$ cat config.mk
export PLATFORM = sky130hd
export DESIGN_NAME = vx_csr_rsp_gather
export DESIGN_NICKNAME = d
export VERILOG_FILES = /design/src/rtl/vx_csr_rsp_gather_pkg.sv /design/src/rtl/vx_csr_rsp_gather.sv
export SDC_FILE = /design/constraint.sdc
export NUM_CORES = 1
export LEC_CHECK = 0
export ABC_AREA = 1
export BUFFER_PORTS_ARGS = -buffer_cell sky130_fd_sc_hd__buf_4
export CORE_AREA = 2 2 326 328
export CTS_BUF_LIST = sky130_fd_sc_hd__clkbuf_16
export CTS_CLUSTER_DIAMETER = 30
export DETAILED_ROUTE_END_ITERATION = 7
export DIE_AREA = 0 0 328 330
export HOLD_SLACK_MARGIN = 0.12
export PLACE_DENSITY = 0.54
export REMOVE_ABC_BUFFERS = 1
export SLEW_MARGIN = 25
export SYNTH_ARGS = -nofsm -noshare
export SYNTH_HDL_FRONTEND = slang
export SYNTH_SLANG_ARGS = --single-unit
export TNS_END_PERCENT = 10
$ cat constraint.sdc
create_clock -name clk -period 1.9 [get_ports clk]
set_clock_uncertainty 0.05 [all_clocks]
set_input_delay 0.095 -clock clk [delete_from_list [all_inputs] [get_ports clk]]
set_output_delay 0.095 -clock clk [all_outputs]
set_load 0.03 [all_outputs]
$ cat src/rtl/vx_csr_rsp_gather_pkg.sv
// rtl/vx_csr_rsp_gather_pkg.sv - shared widths and gather FSM state encoding
package vx_csr_rsp_gather_pkg;

    localparam int UUID_WIDTH    = 44;
    localparam int NW_WIDTH      = 2;
    localparam int PC_BITS       = 30;
    localparam int NUM_REGS_BITS = 5;

    // Exposed so perf/debug tooling can decode the gather state.
    typedef enum logic [1:0] {
        CSR_IDLE   = 2'd0,
        CSR_GATHER = 2'd1,
        CSR_FULL   = 2'd2
    } csr_gather_state_t;

endpackage

$ cat src/rtl/vx_csr_rsp_gather.sv
// rtl/vx_csr_rsp_gather.sv - gathers NUM_LANES-wide CSR response beats into one warp record
module vx_csr_rsp_gather
    import vx_csr_rsp_gather_pkg::*;
#(
    parameter int  NUM_LANES   = 4,
    parameter int  NUM_THREADS = 16,
    parameter int  XLEN        = 32,
    localparam int PID_BITS    = $clog2(NUM_THREADS / NUM_LANES),
    localparam int PID_WIDTH   = (PID_BITS > 0) ? PID_BITS : 1
) (
    input  logic                        clk,
    input  logic                        reset,
    input  logic                        in_valid,
    output logic                        in_ready,
    input  logic [UUID_WIDTH-1:0]       in_uuid,
    input  logic [NW_WIDTH-1:0]         in_wid,
    input  logic [NUM_LANES-1:0]        in_tmask,
    input  logic [PC_BITS-1:0]          in_PC,
    input  logic [NUM_REGS_BITS-1:0]    in_rd,
    input  logic                        in_wb,
    input  logic [NUM_LANES*XLEN-1:0]   in_data,
    input  logic [PID_WIDTH-1:0]        in_pid,
    input  logic                        in_sop,
    input  logic                        in_eop,
    output logic                        out_valid,
    input  logic                        out_ready,
    output logic [UUID_WIDTH-1:0]       out_uuid,
    output logic [NW_WIDTH-1:0]         out_wid,
    output logic [PC_BITS-1:0]          out_PC,
    output logic [NUM_REGS_BITS-1:0]    out_rd,
    output logic                        out_wb,
    output logic [NUM_THREADS-1:0]      out_tmask,
    output logic [NUM_THREADS*XLEN-1:0] out_data,
    output logic                        proto_err
);

    localparam int NUM_PKTS = NUM_THREADS / NUM_LANES;

    csr_gather_state_t          r_state;
    logic                       r_out_valid;
    logic                       r_err;
    logic [UUID_WIDTH-1:0]      r_uuid;
    logic [NW_WIDTH-1:0]        r_wid;
    logic [PC_BITS-1:0]         r_pc;
    logic [NUM_REGS_BITS-1:0]   r_rd;
    logic                       r_wb;
    logic [NUM_PKTS-1:0]        r_seen;
    logic [NUM_LANES*XLEN-1:0]  r_pkt_data [NUM_PKTS];
    logic [NUM_LANES-1:0]       r_pkt_mask [NUM_PKTS];

    logic                       w_fire;
    logic                       w_sop_fire;
    logic                       w_wr;
    logic                       w_dup;
    logic                       w_hdr_mismatch;
    logic [NUM_PKTS-1:0]        w_pid_oh;
    logic [NUM_LANES*XLEN-1:0]  w_beat_data;

    assign in_ready       = (r_state != CSR_FULL) || out_ready;
    assign w_fire         = in_valid && in_ready;
    assign w_sop_fire     = w_fire && in_sop;
    // Non-sop beats only land while a record is open; in IDLE/FULL they are dropped.
    assign w_wr           = w_fire && (in_sop || (r_state == CSR_GATHER));
    assign w_dup          = |(r_seen & w_pid_oh);
    assign w_hdr_mismatch = (in_wid != r_wid) || (in_uuid != r_uuid);

    for (genvar l = 0; l < NUM_LANES; l++) begin : g_lane
        assign w_beat_data[l*XLEN +: XLEN] = in_tmask[l] ? in_data[l*XLEN +: XLEN] : '0;
    end

    for (genvar p = 0; p < NUM_PKTS; p++) begin : g_pkt
        if (NUM_PKTS == 1) begin : g_one
            logic w_unused_pid;
            assign w_unused_pid = ^in_pid;
            assign w_pid_oh[p]  = 1'b1;
        end else begin : g_many
            assign w_pid_oh[p] = (in_pid == PID_WIDTH'(p));
        end

        // A beat for this slot wins over the sop clear, so a sop beat lands in a clean buffer.
        always_ff @(posedge clk or negedge reset) begin
            if (!reset) begin
                r_pkt_data[p] <= '0;
                r_pkt_mask[p] <= '0;
            end else if (w_wr && w_pid_oh[p]) begin
                r_pkt_data[p] <= w_beat_data;
                r_pkt_mask[p] <= in_tmask;
            end else if (w_sop_fire) begin
                r_pkt_data[p] <= '0;
                r_pkt_mask[p] <= '0;
            end
        end

        assign out_data[p*NUM_LANES*XLEN +: NUM_LANES*XLEN] = r_pkt_data[p];
        assign out_tmask[p*NUM_LANES +: NUM_LANES]          = r_pkt_mask[p];
    end

    always_ff @(posedge clk or negedge reset) begin
        if (!reset) begin
            r_state     <= CSR_IDLE;
            r_out_valid <= 1'b0;
            r_err       <= 1'b0;
            r_uuid      <= '0;
            r_wid       <= '0;
            r_pc        <= '0;
            r_rd        <= '0;
            r_wb        <= 1'b0;
            r_seen      <= '0;
        end else if (w_sop_fire) begin
            r_uuid      <= in_uuid;
            r_wid       <= in_wid;
            r_pc        <= in_PC;
            r_rd        <= in_rd;
            r_wb        <= in_wb;
            r_seen      <= w_pid_oh;
            r_state     <= in_eop ? CSR_FULL : CSR_GATHER;
            r_out_valid <= in_eop;
            if (r_state == CSR_GATHER) begin
                r_err <= 1'b1;
            end
        end else if (w_fire && (r_state == CSR_GATHER)) begin
            r_seen <= r_seen | w_pid_oh;
            if (w_dup || w_hdr_mismatch) begin
                r_err <= 1'b1;
            end
            if (in_eop) begin
                r_state     <= CSR_FULL;
                r_out_valid <= 1'b1;
            end
        end else begin
            if (w_fire) begin
                r_err <= 1'b1;
            end
            if ((r_state == CSR_FULL) && out_ready) begin
                r_state     <= CSR_IDLE;
                r_out_valid <= 1'b0;
            end
        end
    end

    assign out_valid = r_out_valid;
    assign out_uuid  = r_uuid;
    assign out_wid   = r_wid;
    assign out_PC    = r_pc;
    assign out_rd    = r_rd;
    assign out_wb    = r_wb;
    assign proto_err = r_err;

endmodule

# --- Yosys cells after proc, flatten, opt, wreduce, memory -nomap -nowiden ---
# Cells that the tools add are included.
# W data, S select, Z words.
word_totals:
  word_cells: 84
  regBits: 618
  input_bits: 222
  output_inout_bits: 613
classes:
  n_mux: 30
  reduce_logical: 24
  bitwise_logic: 2
  n_eq_ne: 11
op_table:
  columns: ["cell", "count"]
  rows:
  - ["$mux W128", 5]
  - ["$mux W32", 4]
  - ["$ne A44 B44 Y1", 1]
  - ["$mux W4", 7]
  - ["$mux W2", 5]
  - ["$reduce_bool A2 Y1", 5]
  - ["$logic_and A1 B1 Y1", 9]
  - ["$mux W1", 9]
  - ["$eq A2 B2 Y1 const B", 3]
  - ["$reduce_bool A3 Y1", 2]
  - ["$and A4 B4 Y4", 1]
  - ["$eq A2 B1 Y1 const B", 2]
  - ["$logic_or A1 B1 Y1", 4]
  - ["$or A4 B4 Y4", 1]
  - ["$reduce_or A4 Y1", 1]
  - ["$ne A3 B2 Y1 const B", 1]
  - ["$ne A3 B3 Y1 const B", 1]
  - ["$reduce_and A3 Y1", 1]
  - ["$logic_not A2 Y1", 1]
  - ["$ne A2 B1 Y1 const B", 1]
  - ["$ne A2 B2 Y1", 1]
  - ["$ne A2 B2 Y1 const B", 1]
  - ["$reduce_and A2 Y1", 1]

# --- Depth between registers and ports, before layout ---
logic_depth:
  depth_word: 7
  depth_mapped: 12
  mapped_depth_nobuf: 11

# --- Worst setup path before layout ---
# No wires, ideal clock.
synth_path:
  kind: "register to register"
  startpoint: "reg r_state[1]"
  endpoint: "reg r_pkt_data (netlist bit out_data[230])"
  t_required_ns: 1.717
  setup_ns: 0.133
  t_arrival_ns: 1.812
  stages_incl_launch_ff: 12
  period_less_slack_ns: 1.995
  path_slack_ns: -0.095
  cell_sequence: "dfrtp_1 -> inv_1 -> nor2_1 -> nand2_2 -> nand3_2 -> o21ai_4 -> nand3_2 -> buf_2 -> buf_4 -> buf_2 -> nand3_1 -> o21ai_0"
synth_via:
  elab_chain_len: 6
synth_lines:
  columns: ["element", "line", "text"]
  rows:
  - ["start, declared", "vx_csr_rsp_gather.sv:39", "csr_gather_state_t r_state;"]
  - ["start signal, assigned", "vx_csr_rsp_gather.sv:116", "r_state <= in_eop ? CSR_FULL : CSR_GATHER;"]
  - ["$ne A2 B2 Y1 (*)", "vx_csr_rsp_gather.sv:59", "assign in_ready = (r_state != CSR_FULL) || out_ready;"]
  - ["$logic_or A1 B1 Y1 (*)", "vx_csr_rsp_gather.sv:59", null]
  - ["via in_ready", "vx_csr_rsp_gather.sv:14", "output logic in_ready,"]
  - ["$logic_and A1 B1 Y1 (*)", "vx_csr_rsp_gather.sv:60", "assign w_fire = in_valid && in_ready;"]
  - ["$logic_and A1 B1 Y1", "vx_csr_rsp_gather.sv:63", "assign w_wr = w_fire && (in_sop || (r_state == CSR_GATHER));"]
  - ["$logic_and A1 B1 Y1", "vx_csr_rsp_gather.sv:85", "end else if (w_wr && w_pid_oh[p]) begin"]
  - ["$mux W128 / $reduce_bool A2 Y1 (equally long branches)", null, null]
  - ["end signal, assigned by index", "vx_csr_rsp_gather.sv:86", "r_pkt_data[p] <= w_beat_data;"]
  - ["end, declared", "vx_csr_rsp_gather.sv:48", "logic [NUM_LANES*XLEN-1:0] r_pkt_data [NUM_PKTS];"]
# Mark *: on every way through the listed nets, which the timed path passes. The rest lies on a longest branch.
# A chain may end at the register's enable or synchronous reset.

# --- Final worst setup path ---
layout_path:
  startpoint: "reg r_state[1]"
  endpoint: "reg r_pkt_data (netlist bit out_data[71])"
layout_via:
  elab_chain_len: 6
layout_lines:
  columns: ["element", "line"]
  rows:
  - ["$ne A2 B2 Y1", "vx_csr_rsp_gather.sv:59"]
  - ["$logic_or A1 B1 Y1", "vx_csr_rsp_gather.sv:59"]
  - ["$logic_and A1 B1 Y1", "vx_csr_rsp_gather.sv:60"]
  - ["$logic_and A1 B1 Y1", "vx_csr_rsp_gather.sv:63"]
  - ["$logic_and A1 B1 Y1", "vx_csr_rsp_gather.sv:85"]
  - ["$mux W128 / $reduce_bool A2 Y1 (equally long branches)", null]
# Parallel ways exist; a longest one is shown, timed or not.

==> reports/metrics.csv <==
stage,metric,value,unit
pwr,power_density,1268,mW/mm^2
timing,period_needed,1.830,ns
synthesis,yosys-top-cells-area,"dfrtp_1 64%, nand3_1 11%, o21ai_0 10%",
clocking,cts_buffers,159,
hold_path,hold_class,in2reg,
timing,grt_setup_unrepaired,yes,
drt,wl,99310,um
synthesis,netlist.area_leader.share,63.89,%
grt,top_usage_layer,met2,
worst_setup_path,critPathSlowestCell,dfrtp_1,
final_layout,n_fill_cell,10297,
clocking,clk_pin_slew,0.04,ns
placement,portBuffers,834,
placement,hpwl,68590,um
drt,dr_total_vias,23657,
clocking,worstSkewPairLatency,0.72,ns
floorplan,die-height,330,um
worst_setup_path,path_max_fanout,23,
synthesis,avgSynthCellArea,9.662,sq um
drt,viasPerCell,4.515,
clocking,cts-root-buf,clkbuf_16,
pwr,ir_drop,0.7761,mV
final_layout,area_growth,70.00,%
floorplan,ios,835,
floorplan,initial_core_util,23.09,%
drt,detail-route-antenna-nets,0,
synthesis,mappedNetlistArea,0.02417,sq mm
grt,grt_use_met2,27.99,%
pwr,internal-power,35.74,mW
clocking,clkSinkCount,617,
synthesis,yosysMostFrequentCell,dfrtp_1,
pwr,power_switching,16.36,mW
grt,first_global_vias,23630,
synthesis,syn_inst,2501,
worst_setup_path,crit_chain,inv_2 > nor2_1 > nand2_2 > nand3_4 > o21ai_4 > buf_12 > buf_12 > nand2_8 > buf_16 > buf_4 > nand3_1 > o21ai_0,
run,drv_cap,0,
grt,track_usage,17.47,%
timing,finalMaxSlewViolations,0,
synthesis,synth-edff-count,0,
floorplan,die_x,328,um
worst_setup_path,cp-end-kind,flip-flop,
worst_setup_path,critical-path-top-delay-family,buffers and inverters,
synthesis,synth_ff_type,dfrtp_1,
floorplan,num_rows,119,
pwr,combPwrFrac,21.3,%
timing,worst_slew_pin_slew,0.5362,ns
worst_setup_path,worst_r2r_path_depth,12,
floorplan,coreArea,0.1047,sq mm
synthesis,synthTopCellsByCount,"617 x dfrtp_1, 533 x nand3_1, 498 x o21ai_0, 441 x nand2_1, 96 x clkbuf_1",
synthesis,yosysTopAreaCell,dfrtp_1,
floorplan,die-area,0.1082,sq mm
drt,drc_errors,0,
grt,antenna_found_initial,6,
worst_setup_path,startpoint_type,flip-flop,
worst_setup_path,slowest_delay,0.35,ns
final_layout,final_nets,3953,
pwr,pwr-share-seq,30.4,%
final_layout,stdcell_area,0.04108,sq mm
worst_setup_path,r2r-start,r_state[1],
timing,clock.fmax,546.5,MHz
grt,grt_pass1_wl,145300,um
drt,wire_per_inst,18.95,um
worst_setup_path,crit_top_cell,buf_12,
status,status,completed,
timing,hold_violations,0,
placement,gp_congestion,0.8564,
grt,grt_max_degree,86,
synthesis,synth.distinct_cells,21,
pwr,total_leakage_power,20.32,nW
drt,drtIter0Drc,1368,
grt,grt_use_met3,5.381,%
grt,grt-ovfl-total,0,
timing,finalSetupViolations,0,
clocking,ctsHtreeMaxLevel,4,
timing,slew-limit-headroom,64.25,%
worst_setup_path,cp.required,2.47,ns
placement,pre_cts_ws,0.08064,ns
clocking,clockBufferDepth,3,
pwr,sw_frac_of_total,31.40,%
worst_setup_path,critPathBufInv,5,
drt,first_pass_iters,5,
worst_setup_path,path_class,reg2reg,
worst_setup_path,critPathArrivalTime,2.40,ns
synthesis,async_flop_share,100.0,%
worst_setup_path,cp.depth,12,
synthesis,yosys_warnings,0,
synthesis,yosysSeqAreaShare,63.89,%
clocking,cts_tree,built,
synthesis,synth_seq_cells,617,
placement,placed_cell_area,0.03295,sq mm
final_layout,drive_above_1_share,31.72,%
worst_setup_path,startpoint,r_state[1],
hold_path,worstHoldPathCells,4,
grt,grtUsageMet1,21.28,%
timing,post-route-worst-setup-slack,0.07031,ns
hold_path,min_from,in_uuid[4],
pwr,power_frac_clock,48.2,%
timing,timing.final.crit_share,96.30,%
final_layout,final_util,39.25,%
[power groups by stage]
stage	logic (mW)	clock network, mW	registers (mW)
global route	11.8	26.3	16.0
detailed placement	10.6	0	16.0
floorplan	2.38	0	18.9
CTS	11.1	25.6	15.8
global placement	10.5	0	16.0
finish	11.1	25.1	15.9
[area by class of cell]
| cell class | count | area, sq um | area share [%] |
|---|---|---|---|
| repair buffers | 1278 | 11050 | 26.91 |
| inverters | 82 | 307.8 | 0.7492 |
| clock inverters | 114 | 982.2 | 2.391 |
| multi-input cells | 1593 | 7497 | 18.25 |
| well taps | 1391 | 1740 | 4.236 |
| flip-flops and latches | 617 | 15440 | 37.58 |
| clock buffers | 162 | 4054 | 9.868 |
| diodes | 3 | 7.507 | 0.01827 |
[final timing paths]
check,endpoint,slack [ns]
max in group asynchronous,out_data[129],0.62
worst max-delay path,out_data[71],0.07
worst min-delay path,out_uuid[4],0.18
min in group asynchronous,r_seen[0],0.63
worst max register to register,out_data[71],0.07
worst min register to register,out_PC[15],0.43
[worst min-delay path, stage by stage]
cell and delay (ns):
dlygate4sd3_1 0.53, buf_4 0.11, inv_1 0.04, o21ai_0 0.14
[layout by cell type, fill, tap and decap left out, drive strengths merged]
cell / netlist / final
buf: 112 / 980
nand3: 535 / 535
clkbuf: 97 / 165
dfrtp: 617 / 617
dlygate4sd3: 0 / 295
o21ai: 569 / 569
a21oi: 1 / 1
inv: 82 / 118
o22ai: 1 / 1
diode: 0 / 3
clkinvlp: 0 / 8
nor3: 1 / 1
nor2: 33 / 33
xor2: 1 / 1
nand2: 443 / 443
clkinv: 0 / 58
xnor2: 9 / 9
bufinv: 0 / 12
[layer usage]
layer / part of all wire [%] / routed length, um / vias up
li1: - / - / 11013
met1: 40 / 39980 / 11482
met2: 48 / 47400 / 934
met3: 7.8 / 7738 / 226
met4: 4.2 / 4167 / 2
met5: 0.013 / 13 / -
[metrics by stage]
stage | instances | TNS, ns | hold slack (ns) | power, mW
after floorplan | 2292 | -6427.34 | -0.2506 | 21.32
after global placement | 4661 | 0 | -0.01875 | 26.45
after detailed placement | 4661 | 0 | -0.02067 | 26.54
after CTS | 5234 | 0 | 0.1237 | 52.53
after global routing | 5240 | -0.1021 | 0.1848 | 54.19
final | 5240 | 0 | 0.1848 | 52.10
[cell families after synthesis]
family | synth area share [%]
AOI/OAI and AO/OA | 11.88
xor gates and xnor gates | 0.3625
and+or+nand+nor | 18.56
buffers and inverters | 5.312
DFF | 63.89
[state kept, by name (all words and copies together), names as in the netlist]
name,flops
out_tmask,16
r_state,2
out_PC,30
out_wid,2
out_uuid,44
r_seen,4
out_data,512
out_wb,1
out_rd,5
proto_err,1
[what timing repair did]
action,CTS,global route
setup buffers,0,1
gates resized for setup,0,7
endpoints found under the setup margin,0,43
endpoints found under the hold margin,1234,0
hold buffers,297,0
No activity file was read; power rests on OpenSTA's default activity.
